==> config.mk <==
export PLATFORM = sky130hd
export DESIGN_NAME = multicycle_control
export DESIGN_NICKNAME = d
export VERILOG_FILES = /design/src/rtl/multicycle_control.sv
export SDC_FILE = /design/constraint.sdc
export NUM_CORES = 1
export LEC_CHECK = 0
export ABC_CLOCK_PERIOD_IN_PS = 3950
export CAP_MARGIN = 0
export CORE_MARGIN = 4
export CORE_UTILIZATION = 43
export CTS_CLUSTER_SIZE = 10
export DETAILED_ROUTE_END_ITERATION = 8
export HOLD_SLACK_MARGIN = 0.1
export PLACE_DENSITY = 0.89
export SYNTH_ARGS = -nofsm -noshare
export SYNTH_HDL_FRONTEND = slang
export SYNTH_SLANG_ARGS = --single-unit
==> constraint.sdc <==
create_clock -name clk -period 3.95 [get_ports clk]
set_clock_uncertainty 0.1 [all_clocks]
set_input_delay 0.79 -clock clk [delete_from_list [all_inputs] [get_ports clk]]
set_output_delay 0.79 -clock clk [all_outputs]
set_load 0.01 [all_outputs]
==> src/rtl/multicycle_control.sv <==
// Multicycle MIPS-style main controller.
// Moore FSM that sequences fetch, decode, memory access, ALU execute and
// write-back for lw, sw, R-type, beq, addi and j. Outputs depend only on the
// registered state, the registered R-type ALU decode and the current inputs.
//
// Ports:
//   clk        rising-edge clock
//   rst        asynchronous reset, active low
//   opcode     instruction bits [31:26] from the instruction register
//   funct      instruction bits [5:0] from the instruction register
//   mem_ready  memory access completes this cycle
//   PCWrite .. ALUSrcA, ALUSrcB, PCSrc, outOp   datapath control
//   illegal    one-cycle pulse on an unsupported opcode or funct
//   state      current state encoding (debug)
//
// state  | meaning
// FETCH  | read instruction at PC, PC += 4 when memory is ready
// DECODE | read registers, precompute branch target
// MEMADR | compute load/store address
// MEMRD  | read data memory, wait for mem_ready
// MEMWB  | write loaded data to rt
// MEMWR  | write data memory, wait for mem_ready
// EXEC   | R-type ALU operation
// ALUWB  | write ALU result to rd
// BRANCH | compare and conditionally take branch
// ADDIEX | add sign-extended immediate
// ADDIWB | write addi result to rt
// JUMP   | load jump target into PC
module multicycle_control (
  input  logic       clk,
  input  logic       rst,
  input  logic [5:0] opcode,
  input  logic [5:0] funct,
  input  logic       mem_ready,
  output logic       PCWrite,
  output logic       Branch,
  output logic       IorD,
  output logic       MemRead,
  output logic       MemWrite,
  output logic       IRWrite,
  output logic       RegDst,
  output logic       MemToReg,
  output logic       RegWrite,
  output logic       ALUSrcA,
  output logic [1:0] ALUSrcB,
  output logic [1:0] PCSrc,
  output logic [2:0] outOp,
  output logic       illegal,
  output logic [3:0] state
);

  typedef enum logic [3:0] {
    S_FETCH  = 4'd0,
    S_DECODE = 4'd1,
    S_MEMADR = 4'd2,
    S_MEMRD  = 4'd3,
    S_MEMWB  = 4'd4,
    S_MEMWR  = 4'd5,
    S_EXEC   = 4'd6,
    S_ALUWB  = 4'd7,
    S_BRANCH = 4'd8,
    S_ADDIEX = 4'd9,
    S_ADDIWB = 4'd10,
    S_JUMP   = 4'd11
  } state_t;

  localparam logic [5:0] OP_LW    = 6'b100011;
  localparam logic [5:0] OP_SW    = 6'b101011;
  localparam logic [5:0] OP_RTYPE = 6'b000000;
  localparam logic [5:0] OP_BEQ   = 6'b000100;
  localparam logic [5:0] OP_ADDI  = 6'b001000;
  localparam logic [5:0] OP_J     = 6'b000010;

  localparam logic [2:0] ALU_ADD = 3'b010;
  localparam logic [2:0] ALU_SUB = 3'b110;
  localparam logic [2:0] ALU_AND = 3'b000;
  localparam logic [2:0] ALU_OR  = 3'b001;
  localparam logic [2:0] ALU_SLT = 3'b111;

  state_t     state_q;
  state_t     state_d;
  logic [2:0] alu_op_q;
  logic [2:0] funct_op;
  logic       funct_ok;

  always_comb begin
    funct_ok = 1'b1;
    funct_op = ALU_ADD;
    case (funct)
      6'b100000: funct_op = ALU_ADD;
      6'b100010: funct_op = ALU_SUB;
      6'b100100: funct_op = ALU_AND;
      6'b100101: funct_op = ALU_OR;
      6'b101010: funct_op = ALU_SLT;
      default:   funct_ok = 1'b0;
    endcase
  end

  always_ff @(posedge clk or negedge rst) begin
    if (!rst) state_q <= S_FETCH;
    else      state_q <= state_d;
  end

  // ALUWB must keep driving the operation decoded in EXEC.
  always_ff @(posedge clk or negedge rst) begin
    if (!rst)                  alu_op_q <= ALU_ADD;
    else if (state_q == S_EXEC) alu_op_q <= funct_op;
  end

  always_comb begin
    state_d = S_FETCH;
    case (state_q)
      S_FETCH:  state_d = mem_ready ? S_DECODE : S_FETCH;
      S_DECODE: begin
        case (opcode)
          OP_LW, OP_SW: state_d = S_MEMADR;
          OP_RTYPE:     state_d = S_EXEC;
          OP_BEQ:       state_d = S_BRANCH;
          OP_ADDI:      state_d = S_ADDIEX;
          OP_J:         state_d = S_JUMP;
          default:      state_d = S_FETCH;
        endcase
      end
      S_MEMADR: state_d = (opcode == OP_SW) ? S_MEMWR : S_MEMRD;
      S_MEMRD:  state_d = mem_ready ? S_MEMWB : S_MEMRD;
      S_MEMWB:  state_d = S_FETCH;
      S_MEMWR:  state_d = mem_ready ? S_FETCH : S_MEMWR;
      S_EXEC:   state_d = funct_ok ? S_ALUWB : S_FETCH;
      S_ALUWB:  state_d = S_FETCH;
      S_BRANCH: state_d = S_FETCH;
      S_ADDIEX: state_d = S_ADDIWB;
      S_ADDIWB: state_d = S_FETCH;
      S_JUMP:   state_d = S_FETCH;
      default:  state_d = S_FETCH;
    endcase
  end

  always_comb begin
    PCWrite  = 1'b0;
    Branch   = 1'b0;
    IorD     = 1'b0;
    MemRead  = 1'b0;
    MemWrite = 1'b0;
    IRWrite  = 1'b0;
    RegDst   = 1'b0;
    MemToReg = 1'b0;
    RegWrite = 1'b0;
    ALUSrcA  = 1'b0;
    ALUSrcB  = 2'b00;
    PCSrc    = 2'b00;
    outOp    = ALU_ADD;
    illegal  = 1'b0;
    case (state_q)
      S_FETCH: begin
        MemRead = 1'b1;
        ALUSrcB = 2'b01;
        IRWrite = mem_ready;
        PCWrite = mem_ready;
      end
      S_DECODE: begin
        ALUSrcB = 2'b11;
        case (opcode)
          OP_LW, OP_SW, OP_RTYPE, OP_BEQ, OP_ADDI, OP_J: illegal = 1'b0;
          default:                                       illegal = 1'b1;
        endcase
      end
      S_MEMADR: begin
        ALUSrcA = 1'b1;
        ALUSrcB = 2'b10;
      end
      S_MEMRD: begin
        IorD    = 1'b1;
        MemRead = 1'b1;
      end
      S_MEMWB: begin
        MemToReg = 1'b1;
        RegWrite = 1'b1;
      end
      S_MEMWR: begin
        IorD     = 1'b1;
        MemWrite = 1'b1;
      end
      S_EXEC: begin
        ALUSrcA = 1'b1;
        outOp   = funct_op;
        illegal = ~funct_ok;
      end
      S_ALUWB: begin
        RegDst   = 1'b1;
        RegWrite = 1'b1;
        outOp    = alu_op_q;
      end
      S_BRANCH: begin
        ALUSrcA = 1'b1;
        outOp   = ALU_SUB;
        Branch  = 1'b1;
        PCSrc   = 2'b01;
      end
      S_ADDIEX: begin
        ALUSrcA = 1'b1;
        ALUSrcB = 2'b10;
      end
      S_ADDIWB: RegWrite = 1'b1;
      S_JUMP: begin
        PCWrite = 1'b1;
        PCSrc   = 2'b10;
      end
      default: ;
    endcase
    // The state register already sits in FETCH during reset, but FETCH
    // would otherwise drive MemRead and (with mem_ready) PCWrite/IRWrite.
    if (!rst) begin
      PCWrite  = 1'b0;
      Branch   = 1'b0;
      IorD     = 1'b0;
      MemRead  = 1'b0;
      MemWrite = 1'b0;
      IRWrite  = 1'b0;
      RegDst   = 1'b0;
      MemToReg = 1'b0;
      RegWrite = 1'b0;
      ALUSrcA  = 1'b0;
      ALUSrcB  = 2'b00;
      PCSrc    = 2'b00;
      outOp    = ALU_ADD;
      illegal  = 1'b0;
    end
  end

  assign state = state_q;

endmodule

==> flow_summary_export.csv <==
group,metric,value,unit
layout,nets,157,
power,power_frac_clock,0.136,
power,powerDensity,426,mW/mm2
synth,synth.most_common_cell,"nor2_1",
power,power.internal,277,uW
cts,cts_tree,"done",
power,switching_share,0.437,
timing,setup_tns,0,ns
global_route,grt_overflow,0,
power,finalPower,493,uW
worst_setup_path,required,3.06,ns
cts,cts_buffer_depth,2,
timing,fin_crit,3.40,ns
synth,synth_warnings,0,
cts,clock-sinks,7,
timing,fmax,0.294,GHz
floorplan,die_x,50.4,um
worst_setup_path,cp-start-kind,"input port",
worst_setup_path,cp_data_arrival_time,2.51,ns
synth,synth_top_area_frac,0.194,
placement,numPortBuffers,36,
timing,maxSlewViolCount,0,
synth,yosysUniqueCellTypes,37,
power,peakVddDrop,259,uV
worst_setup_path,path_max_fanout,5,
placement,dp_hpwl,1710,um
synth,yosys_most_used_dff,"dfrtp_1",
synth,postSynthAreaPerCell,7.21,um2
power,seqPwrFrac,0.305,
synth,syn_inst,107,
power,p_leak,0.000417,uW
synth,ys_top_cells_by_count,"16 x nor2_1, 15 x nand2_1, 9 x nor3_1, 6 x dfrtp_1, 6 x nand4_1",
detailed_routing,dr_total_vias,912,
detailed_routing,via_per_inst,5.49,
synth,syn-cell-area,772,um2
floorplan,fp-row-count,15,
cts,cts_inserted_buffers,3,
worst_setup_path,crit_type,"input port to output pin",
placement,placed_cell_area,0.00113,mm2
power,power.switching,215,uW
worst_setup_path,regToRegSetupSlack,2.35,ns
detailed_routing,drt_iter0_drc,24,
layout,drive_above_1_share,0.0851,
timing,slew_headroom,0.595,
outcome,status,"finished clean",
synth,syn_nets,122,
cts,clk_latency,0.26,ns
detailed_routing,ant_nets,0,
placement,place_congestion,0.876,
cts,path_clk_slew,0.05,ns
layout,diodes,0,
detailed_routing,routed_wl,2140,um
floorplan,start_util,0.452,
global_route,antenna_found_initial,0,
cts,cts-root-buf,"clkbuf_4",
cts,cts_hold_buf,0,
layout,finish.utilization,0.677,
detailed_routing,drc_errors,0,
timing,min_period_over_period,0.860,
detailed_routing,dr.pass1.iters,7,
global_route,grt_pass1_vias,810,
job,cap_violations,0,
synth,synth-edff-count,0,
timing,tightest_slew,0.607,ns
layout,final_area,0.00116,mm2
worst_hold_path,hp-class,"flip-flop to flip-flop",
power,p_comb_frac,0.559,
detailed_routing,wire_per_inst,12.9,um
synth,async_flop_share,1.00,
layout,area_delta_synth_final,49.8,%
global_route,track_usage,0.175,
global_route,grt_max_degree,19,
global_route,grt_pass1_wl,3510,um
floorplan,io_pins,37,
cts,h-tree-depth,1,
synth,ys_ff_latch,7,
synth,seq_area_frac_synth,0.229,
cts,cts_setup_buffers,0,
timing,finalSetupViolCount,0,
worst_setup_path,end_kind,"output pin",
synth,synthTopCellsByArea,"dfrtp_1 19%, nor2_1 7.8%, nand2_1 7.3%",
synth,synth_top_cell_by_area,"dfrtp_1",
floorplan,core_area,0.00171,mm2
timing,rsz0062_at_grt,"no",
timing,finalHoldViolations,0,
floorplan,die_h,50.4,um
cts,cts_resized,0,
floorplan,die-area,0.00254,mm2
[stage by stage]
stage               std cells  hold slack (ns)  setup slack [ns]
finish                    166            0.391             0.551
global route              166            0.416             0.425
CTS                       166            0.391             0.568
detailed placement        162            0.379             0.586
global placement          162            0.363             0.588
floorplan                 107            0.346              1.58
[path summary, 6_finish.rpt]
kind	startpoint	end	cells after the start
min in group asynchronous	rst	state[0]	2
max	funct[2]	illegal	6
max reg2reg	state[0]	state[2]	4
min reg2reg	alu_op_q[0]	alu_op_q[0]	2
max in group asynchronous	rst	alu_op_q[1]	2
min	alu_op_q[0]	alu_op_q[0]	2
[routing by layer]
metal,wire length [um],share of wire,track usage
met3,145,0.068,0.0326
met4,42,0.020,0.0807
met2,1020,0.48,0.291
met5,0,0,0
met1,927,0.43,0.218
[cell type report]
class,instances,area [um2]
flip-flops and latches,7,176
repair buffers,37,368
inverters,4,15.0
well taps,25,31.3
fillers,153,552
multi-input cells,89,539
clock buffers,4,26.3
[state kept, by name (all words and copies together), names as in the netlist]
signal,cells
state,4
alu_op_q,3
[cell families (layout without fill, tap and decap cells)]
kind of cell	count (synthesis)	in the layout	synth area share
XOR/XNOR	3	3	0.0340
buffers and inverters	11	45	0.0729
multiplexers	5	5	0.0681
AND/OR/NAND/NOR	65	65	0.452
flip-flops	7	7	0.229
AO/OA/AOI/OAI	16	16	0.144
[layout by cell type (no fill, tap or decap), drive strengths merged, types with 2 or more instances in the layout]
cell / instances
a21oi: 3
and3: 2
clkbuf: 4
clkdlybuf4s50: 36
dfrtp: 6
inv: 4
mux2: 2
mux2i: 3
nand2: 15
nand2b: 3
nand3: 2
nand4: 6
nor2: 16
nor2b: 6
nor3: 10
o21ai: 3
o221ai: 3
or2: 2
xnor2: 2
[power groups by stage]
| stage | registers (uW) | logic, uW | clock network, uW |
|---|---|---|---|
| after floorplan | 120 | 187 | 0 |
| after global placement | 151 | 270 | 0 |
| after detailed placement | 151 | 274 | 0 |
| after CTS | 149 | 275 | 67.9 |
| after global routing | 158 | 294 | 75.1 |
| final | 150 | 275 | 67.0 |
[worst max-delay path, cell delays in order]
cell,delay [ns]
clkdlybuf4s50_1,0.54
nor2b_1,0.07
o221ai_1,0.33
nand4_1,0.14
nand2_1,0.10
clkdlybuf4s50_1,0.54
Power figures use the tool's default switching activity.
